[config.mk]
export PLATFORM = sky130hd
export DESIGN_NAME = pulse_train_gen
export DESIGN_NICKNAME = d
export VERILOG_FILES = /design/src/rtl/pulse_train_gen.sv
export SDC_FILE = /design/constraint.sdc
export NUM_CORES = 1
export LEC_CHECK = 0
export BUFFER_PORTS_ARGS = -buffer_cell sky130_fd_sc_hd__buf_2
export CAP_MARGIN = 20
export CORE_AREA = 3 3 49 96
export DETAILED_ROUTE_END_ITERATION = 16
export DIE_AREA = 0 0 52 99
export PLACE_DENSITY = 0.75
export SETUP_SLACK_MARGIN = 0.05
export SLEW_MARGIN = 20
export SYNTH_ARGS = -nofsm -noshare
export SYNTH_HDL_FRONTEND = slang
export SYNTH_SLANG_ARGS = --single-unit
[constraint.sdc]
create_clock -name clk -period 3.1 [get_ports clk]
set_clock_uncertainty 0.2 [all_clocks]
set_input_delay 0.31 -clock clk [delete_from_list [all_inputs] [get_ports clk]]
set_output_delay 0.31 -clock clk [all_outputs]
set_load 0.05 [all_outputs]
[src/rtl/pulse_train_gen.sv]
// pulse_train_gen: expands a one-cycle trigger into a train of N high phases
// of H cycles each, separated by low phases of L cycles each.
// The configuration is latched when the train starts. A configuration field
// of 0 is treated as 1. A trigger that arrives while a train is running is
// dropped and reported on overrun. Every output is driven directly by a flop.
module pulse_train_gen #(
    parameter int PH_BITS  = 8,
    parameter int CNT_BITS = 8
) (
    input  logic                clk,
    input  logic                rst,
    input  logic                in_pulse,
    input  logic [PH_BITS-1:0]  cfg_high,
    input  logic [PH_BITS-1:0]  cfg_low,
    input  logic [CNT_BITS-1:0] cfg_count,
    output logic                out_level,
    output logic                busy,
    output logic                done,
    output logic                overrun
);

    typedef enum logic [1:0] {
        ST_IDLE = 2'b00,
        ST_HIGH = 2'b01,
        ST_LOW  = 2'b10
    } state_t;

    localparam logic [PH_BITS-1:0]  PH_ZERO  = {PH_BITS{1'b0}};
    localparam logic [PH_BITS-1:0]  PH_ONE   = {{(PH_BITS-1){1'b0}}, 1'b1};
    localparam logic [CNT_BITS-1:0] CNT_ZERO = {CNT_BITS{1'b0}};
    localparam logic [CNT_BITS-1:0] CNT_ONE  = {{(CNT_BITS-1){1'b0}}, 1'b1};

    // A phase length of 0 would mean an empty phase, so it is promoted to 1.
    function automatic logic [PH_BITS-1:0] ph_at_least_one(input logic [PH_BITS-1:0] v);
        return (v == PH_ZERO) ? PH_ONE : v;
    endfunction

    // A repeat count of 0 would mean an empty train, so it is promoted to 1.
    function automatic logic [CNT_BITS-1:0] cnt_at_least_one(input logic [CNT_BITS-1:0] v);
        return (v == CNT_ZERO) ? CNT_ONE : v;
    endfunction

    state_t              state_r;
    logic [PH_BITS-1:0]  high_len_r;
    logic [PH_BITS-1:0]  low_len_r;
    logic [CNT_BITS-1:0] rep_len_r;
    // The phase counter runs 1..length and the repeat counter runs 1..N.
    // Each counter is compared against its limit before it is incremented,
    // so neither one wraps, even at the all-ones limits.
    logic [PH_BITS-1:0]  phase_cnt_r;
    logic [CNT_BITS-1:0] rep_cnt_r;
    logic                out_level_r;
    logic                busy_r;
    logic                done_r;
    logic                overrun_r;

    assign out_level = out_level_r;
    assign busy      = busy_r;
    assign done      = done_r;
    assign overrun   = overrun_r;

    // Train sequencer: state, counters, latched configuration and registered outputs.
    always_ff @(posedge clk) begin
        if (rst) begin
            state_r     <= ST_IDLE;
            high_len_r  <= PH_ZERO;
            low_len_r   <= PH_ZERO;
            rep_len_r   <= CNT_ZERO;
            phase_cnt_r <= PH_ZERO;
            rep_cnt_r   <= CNT_ZERO;
            out_level_r <= 1'b0;
            busy_r      <= 1'b0;
            done_r      <= 1'b0;
            overrun_r   <= 1'b0;
        end else begin
            done_r    <= 1'b0;
            overrun_r <= 1'b0;
            case (state_r)
                ST_IDLE: begin
                    if (in_pulse) begin
                        high_len_r  <= ph_at_least_one(cfg_high);
                        low_len_r   <= ph_at_least_one(cfg_low);
                        rep_len_r   <= cnt_at_least_one(cfg_count);
                        phase_cnt_r <= PH_ONE;
                        rep_cnt_r   <= CNT_ONE;
                        state_r     <= ST_HIGH;
                        out_level_r <= 1'b1;
                        busy_r      <= 1'b1;
                    end else begin
                        out_level_r <= 1'b0;
                        busy_r      <= 1'b0;
                    end
                end
                ST_HIGH: begin
                    // A trigger during a running train is dropped and reported.
                    if (in_pulse) begin
                        overrun_r <= 1'b1;
                    end else begin
                        overrun_r <= 1'b0;
                    end
                    if (phase_cnt_r == high_len_r) begin
                        if (rep_cnt_r == rep_len_r) begin
                            state_r     <= ST_IDLE;
                            phase_cnt_r <= PH_ZERO;
                            rep_cnt_r   <= CNT_ZERO;
                            out_level_r <= 1'b0;
                            busy_r      <= 1'b0;
                            done_r      <= 1'b1;
                        end else begin
                            state_r     <= ST_LOW;
                            phase_cnt_r <= PH_ONE;
                            out_level_r <= 1'b0;
                            busy_r      <= 1'b1;
                        end
                    end else begin
                        phase_cnt_r <= phase_cnt_r + PH_ONE;
                        out_level_r <= 1'b1;
                        busy_r      <= 1'b1;
                    end
                end
                ST_LOW: begin
                    // A trigger during a running train is dropped and reported.
                    if (in_pulse) begin
                        overrun_r <= 1'b1;
                    end else begin
                        overrun_r <= 1'b0;
                    end
                    if (phase_cnt_r == low_len_r) begin
                        state_r     <= ST_HIGH;
                        phase_cnt_r <= PH_ONE;
                        rep_cnt_r   <= rep_cnt_r + CNT_ONE;
                        out_level_r <= 1'b1;
                        busy_r      <= 1'b1;
                    end else begin
                        phase_cnt_r <= phase_cnt_r + PH_ONE;
                        out_level_r <= 1'b0;
                        busy_r      <= 1'b1;
                    end
                end
                default: begin
                    state_r     <= ST_IDLE;
                    phase_cnt_r <= PH_ZERO;
                    rep_cnt_r   <= CNT_ZERO;
                    out_level_r <= 1'b0;
                    busy_r      <= 1'b0;
                end
            endcase
        end
    end

endmodule

==> impl_metrics.tcl <==
set metrics [dict create \
    yosysSeqAreaShare_pct 41.5 \
    hold_start "cfg_high[2]" \
    place_hpwl_um 3770 \
    report.final.setup_viol 0 \
    cts-resized-gates 0 \
    routed_wl_um 5040 \
    core_area_mm2 0.00409 \
    peakVddDrop_uv 536 \
    fin_ws_ns 0.344 \
    stdcell_area_mm2 0.00250 \
    maxSlewViolCount 0 \
    final_common_cell "nand2_1" \
    ios 31 \
    min_path_cells 3 \
    area_delta_synth_final_pct 12.5 \
    worstPathMaxFanout 15 \
    tightestPinTransition_ns 0.829 \
    synth_top_flop_cell "dfxtp_1" \
    fin_hold_ws_ns 0.0504 \
    cts_tree "yes" \
    hold_buffers 0 \
    r2r_end "rep_cnt_r[7]$_SDFFE_PP0P_" \
    drv_cap 0 \
    post-route-min-period_ns 2.76 \
    synthDistinctLibCells 37 \
    htreeDepth 2 \
    finalPower_w 0.00199 \
    rsz0062_at_grt "false" \
    r2r_slack_ns 0.34 \
    nNetsFinal 325 \
    drt-initial-drc-count 31 \
    synth_edf_count 0 \
    r2r-start "phase_cnt_r[1]$_SDFFE_PP0P_" \
    detail_route.drc_violations 0 \
    diodes 0 \
    vias 1924 \
    dieArea_mm2 0.00515 \
    fin_setup_tns_ns 0 \
    worstSetupPathType "reg2reg" \
    clk_pin_slew_ns 0.09 \
    outcome "finished clean" \
    synth_cells 267 \
    cts_setup_buffers 0 \
    required_ns 3.13 \
    synth_nets 300 \
    n_fill_cell 405 \
    finalHoldViolCount 0 \
    syn-mean-instance-area_um2 8.31 \
    leakagePower_nw 1.03 \
    ys_seq_elements 46 \
    fmax_mhz 363 \
    min_to "high_len_r[2]$_SDFFE_PP0P_" \
    ys_warn_count 0 \
    worst_hold_path_type "in2reg" \
    place_congestion 0.877 \
    period_share_pct 88.9 \
    cts-root-buf "clkbuf_8" \
    die_width_um 52 \
    cts_inserted_buffers 5 \
    rows 33 \
    p_per_area_mw_per_mm2 797 \
    crit_path_start_kind "register" \
    synth_area_mm2 0.00222 \
    grt_pass1_vias 1938 \
    worstSkewPairLatency_ns 0.30 \
    cts.sinks 46 \
    final_cell_mix "56 x nand2_1, 46 x dfxtp_1, 30 x a21oi_1, 30 x buf_2, 20 x xor2_1" \
    clk_path_buf_depth 2 \
    grt_max_degree 37 \
    slew_headroom_pct 44.6 \
    pre_cts_ws_ns 0.438 \
    reg2reg_depth 6 \
    die_h_um 99 \
    layout-drive-gt1-share_pct 16.0 \
    postPlaceCellArea_mm2 0.00239 \
    grt_pass1_wl_um 8680 \
    io_buffers 30 \
    drtAntennaViolNets 0 \
    initial_core_util_pct 54.3 \
    async_reset_ff_share_pct 0 \
    viasPerCell 5.58 \
    grt_usage_pct 22.2 \
    end_kind "register" \
    arrival_ns 2.78 \
    drt_pass1_iterations 5 \
    wire_per_inst_um 14.6 \
    grt_overflow_total 0 \
    antenna_found_initial 0 \
]
cells in the mapped netlist, types with 2 or more instances:
master | instances | area [um2]
nor2_1 | 14 | 52.6
xor2_1 | 20 | 175
a21boi_1 | 2 | 15.0
ha_1 | 6 | 75.1
dfxtp_1 | 46 | 921
xnor2_1 | 8 | 70.1
nor3_1 | 8 | 40.0
nor4_2 | 4 | 50.1
a211oi_1 | 7 | 52.6
inv_1 | 5 | 18.8
nand3_1 | 2 | 10.0
clkbuf_1 | 12 | 45.0
o21a_1 | 2 | 15.0
nand2b_1 | 2 | 12.5
o21ai_0 | 5 | 25.0
or3_1 | 5 | 31.3
and2_1 | 2 | 12.5
nand4_1 | 7 | 43.8
mux2i_1 | 2 | 20.0
nand2_1 | 56 | 210
a21oi_1 | 30 | 150
nor4_1 | 4 | 25.0
o31ai_1 | 2 | 15.0
or4_1 | 2 | 15.0
a21o_1 | 2 | 15.0
power breakdown:
group	internal [W]	switching, W	total [W]	leakage, nW
clock network	0.000237	0.000201	0.000439	0.0579
logic	0.000284	0.000492	0.000775	0.591
registers	0.000689	0.0000860	0.000775	0.376
sequential cells by signal, summed over array words and instances, names as in the netlist:
signal       flops
busy             1
done             1
high_len_r       8
low_len_r        8
out_level        1
overrun          1
phase_cnt_r      8
rep_cnt_r        8
rep_len_r        8
state_r          2
final cells by class:
type                            instances  area, um2  area share [%]
Clock buffer                            5       68.8            2.76
Clock inverter                          3       40.0            1.60
Inverter                                5       18.8           0.752
Multi-Input combinational cell        202       1220            48.8
Sequential cell                        46        921            36.9
Tap cell                               52       65.1            2.61
Timing Repair Buffer                   32        165            6.61
per-stage QoR:
step	cells	util, %
finish	345	61.1
global route	345	61.1
CTS	345	61.1
detailed placement	337	58.4
global placement	337	58.4
floorplan	267	-
worst max path at each step:
| stage | startpoint | to | slack (ns) | cells past startpoint |
|---|---|---|---|---|
| after global placement | phase_cnt_r[0]$_SDFFE_PP0P_ | rep_cnt_r[5]$_SDFFE_PP0P_ | 0.52 | 6 |
| after floorplan | phase_cnt_r[0]$_SDFFE_PP0P_ | rep_cnt_r[5]$_SDFFE_PP0P_ | 0.68 | 7 |
| after CTS | phase_cnt_r[1]$_SDFFE_PP0P_ | rep_cnt_r[7]$_SDFFE_PP0P_ | 0.38 | 6 |
| final | phase_cnt_r[1]$_SDFFE_PP0P_ | rep_cnt_r[7]$_SDFFE_PP0P_ | 0.34 | 6 |
| after detailed placement | phase_cnt_r[1]$_SDFFE_PP0P_ | rep_cnt_r[7]$_SDFFE_PP0P_ | 0.44 | 6 |
| after global routing | phase_cnt_r[0]$_SDFFE_PP0P_ | rep_cnt_r[5]$_SDFFE_PP0P_ | 0.23 | 6 |
critical path, stage by stage, from the launching register on:
cell and delay [ns]:
dfxtp_1 0.44, xor2_1 0.11, nor4_2 0.39, a21boi_1 0.21, or4b_4 0.65, or4_1 0.53
a21oi_1 0.16
cell families (layout without fill, tap and decap cells):
kind of cell             after synthesis  in the layout  share of synthesized area [%]
flip-flops                            46             46                           41.5
multiplexers                           2              2                          0.902
XOR/XNOR                              28             28                           11.0
adder cells (fa/ha/maj)                6              6                           3.38
AO/OA/AOI/OAI                         58             58                           15.9
buffers and inverters                 19             45                           3.61
AND/OR/NAND/NOR                      108            108                           23.7
routing by layer:
| layer | GRT usage (%) | vias up | routed length (um) |
|---|---|---|---|
| li1 | - | 975 | - |
| met5 | 0 | - | 0 |
| met3 | 3.03 | 12 | 114 |
| met4 | 10.9 | 0 | 154 |
| met1 | 22.4 | 907 | 1870 |
| met2 | 41.7 | 30 | 2900 |
Note: power is estimated with default switching activity, not from simulation.
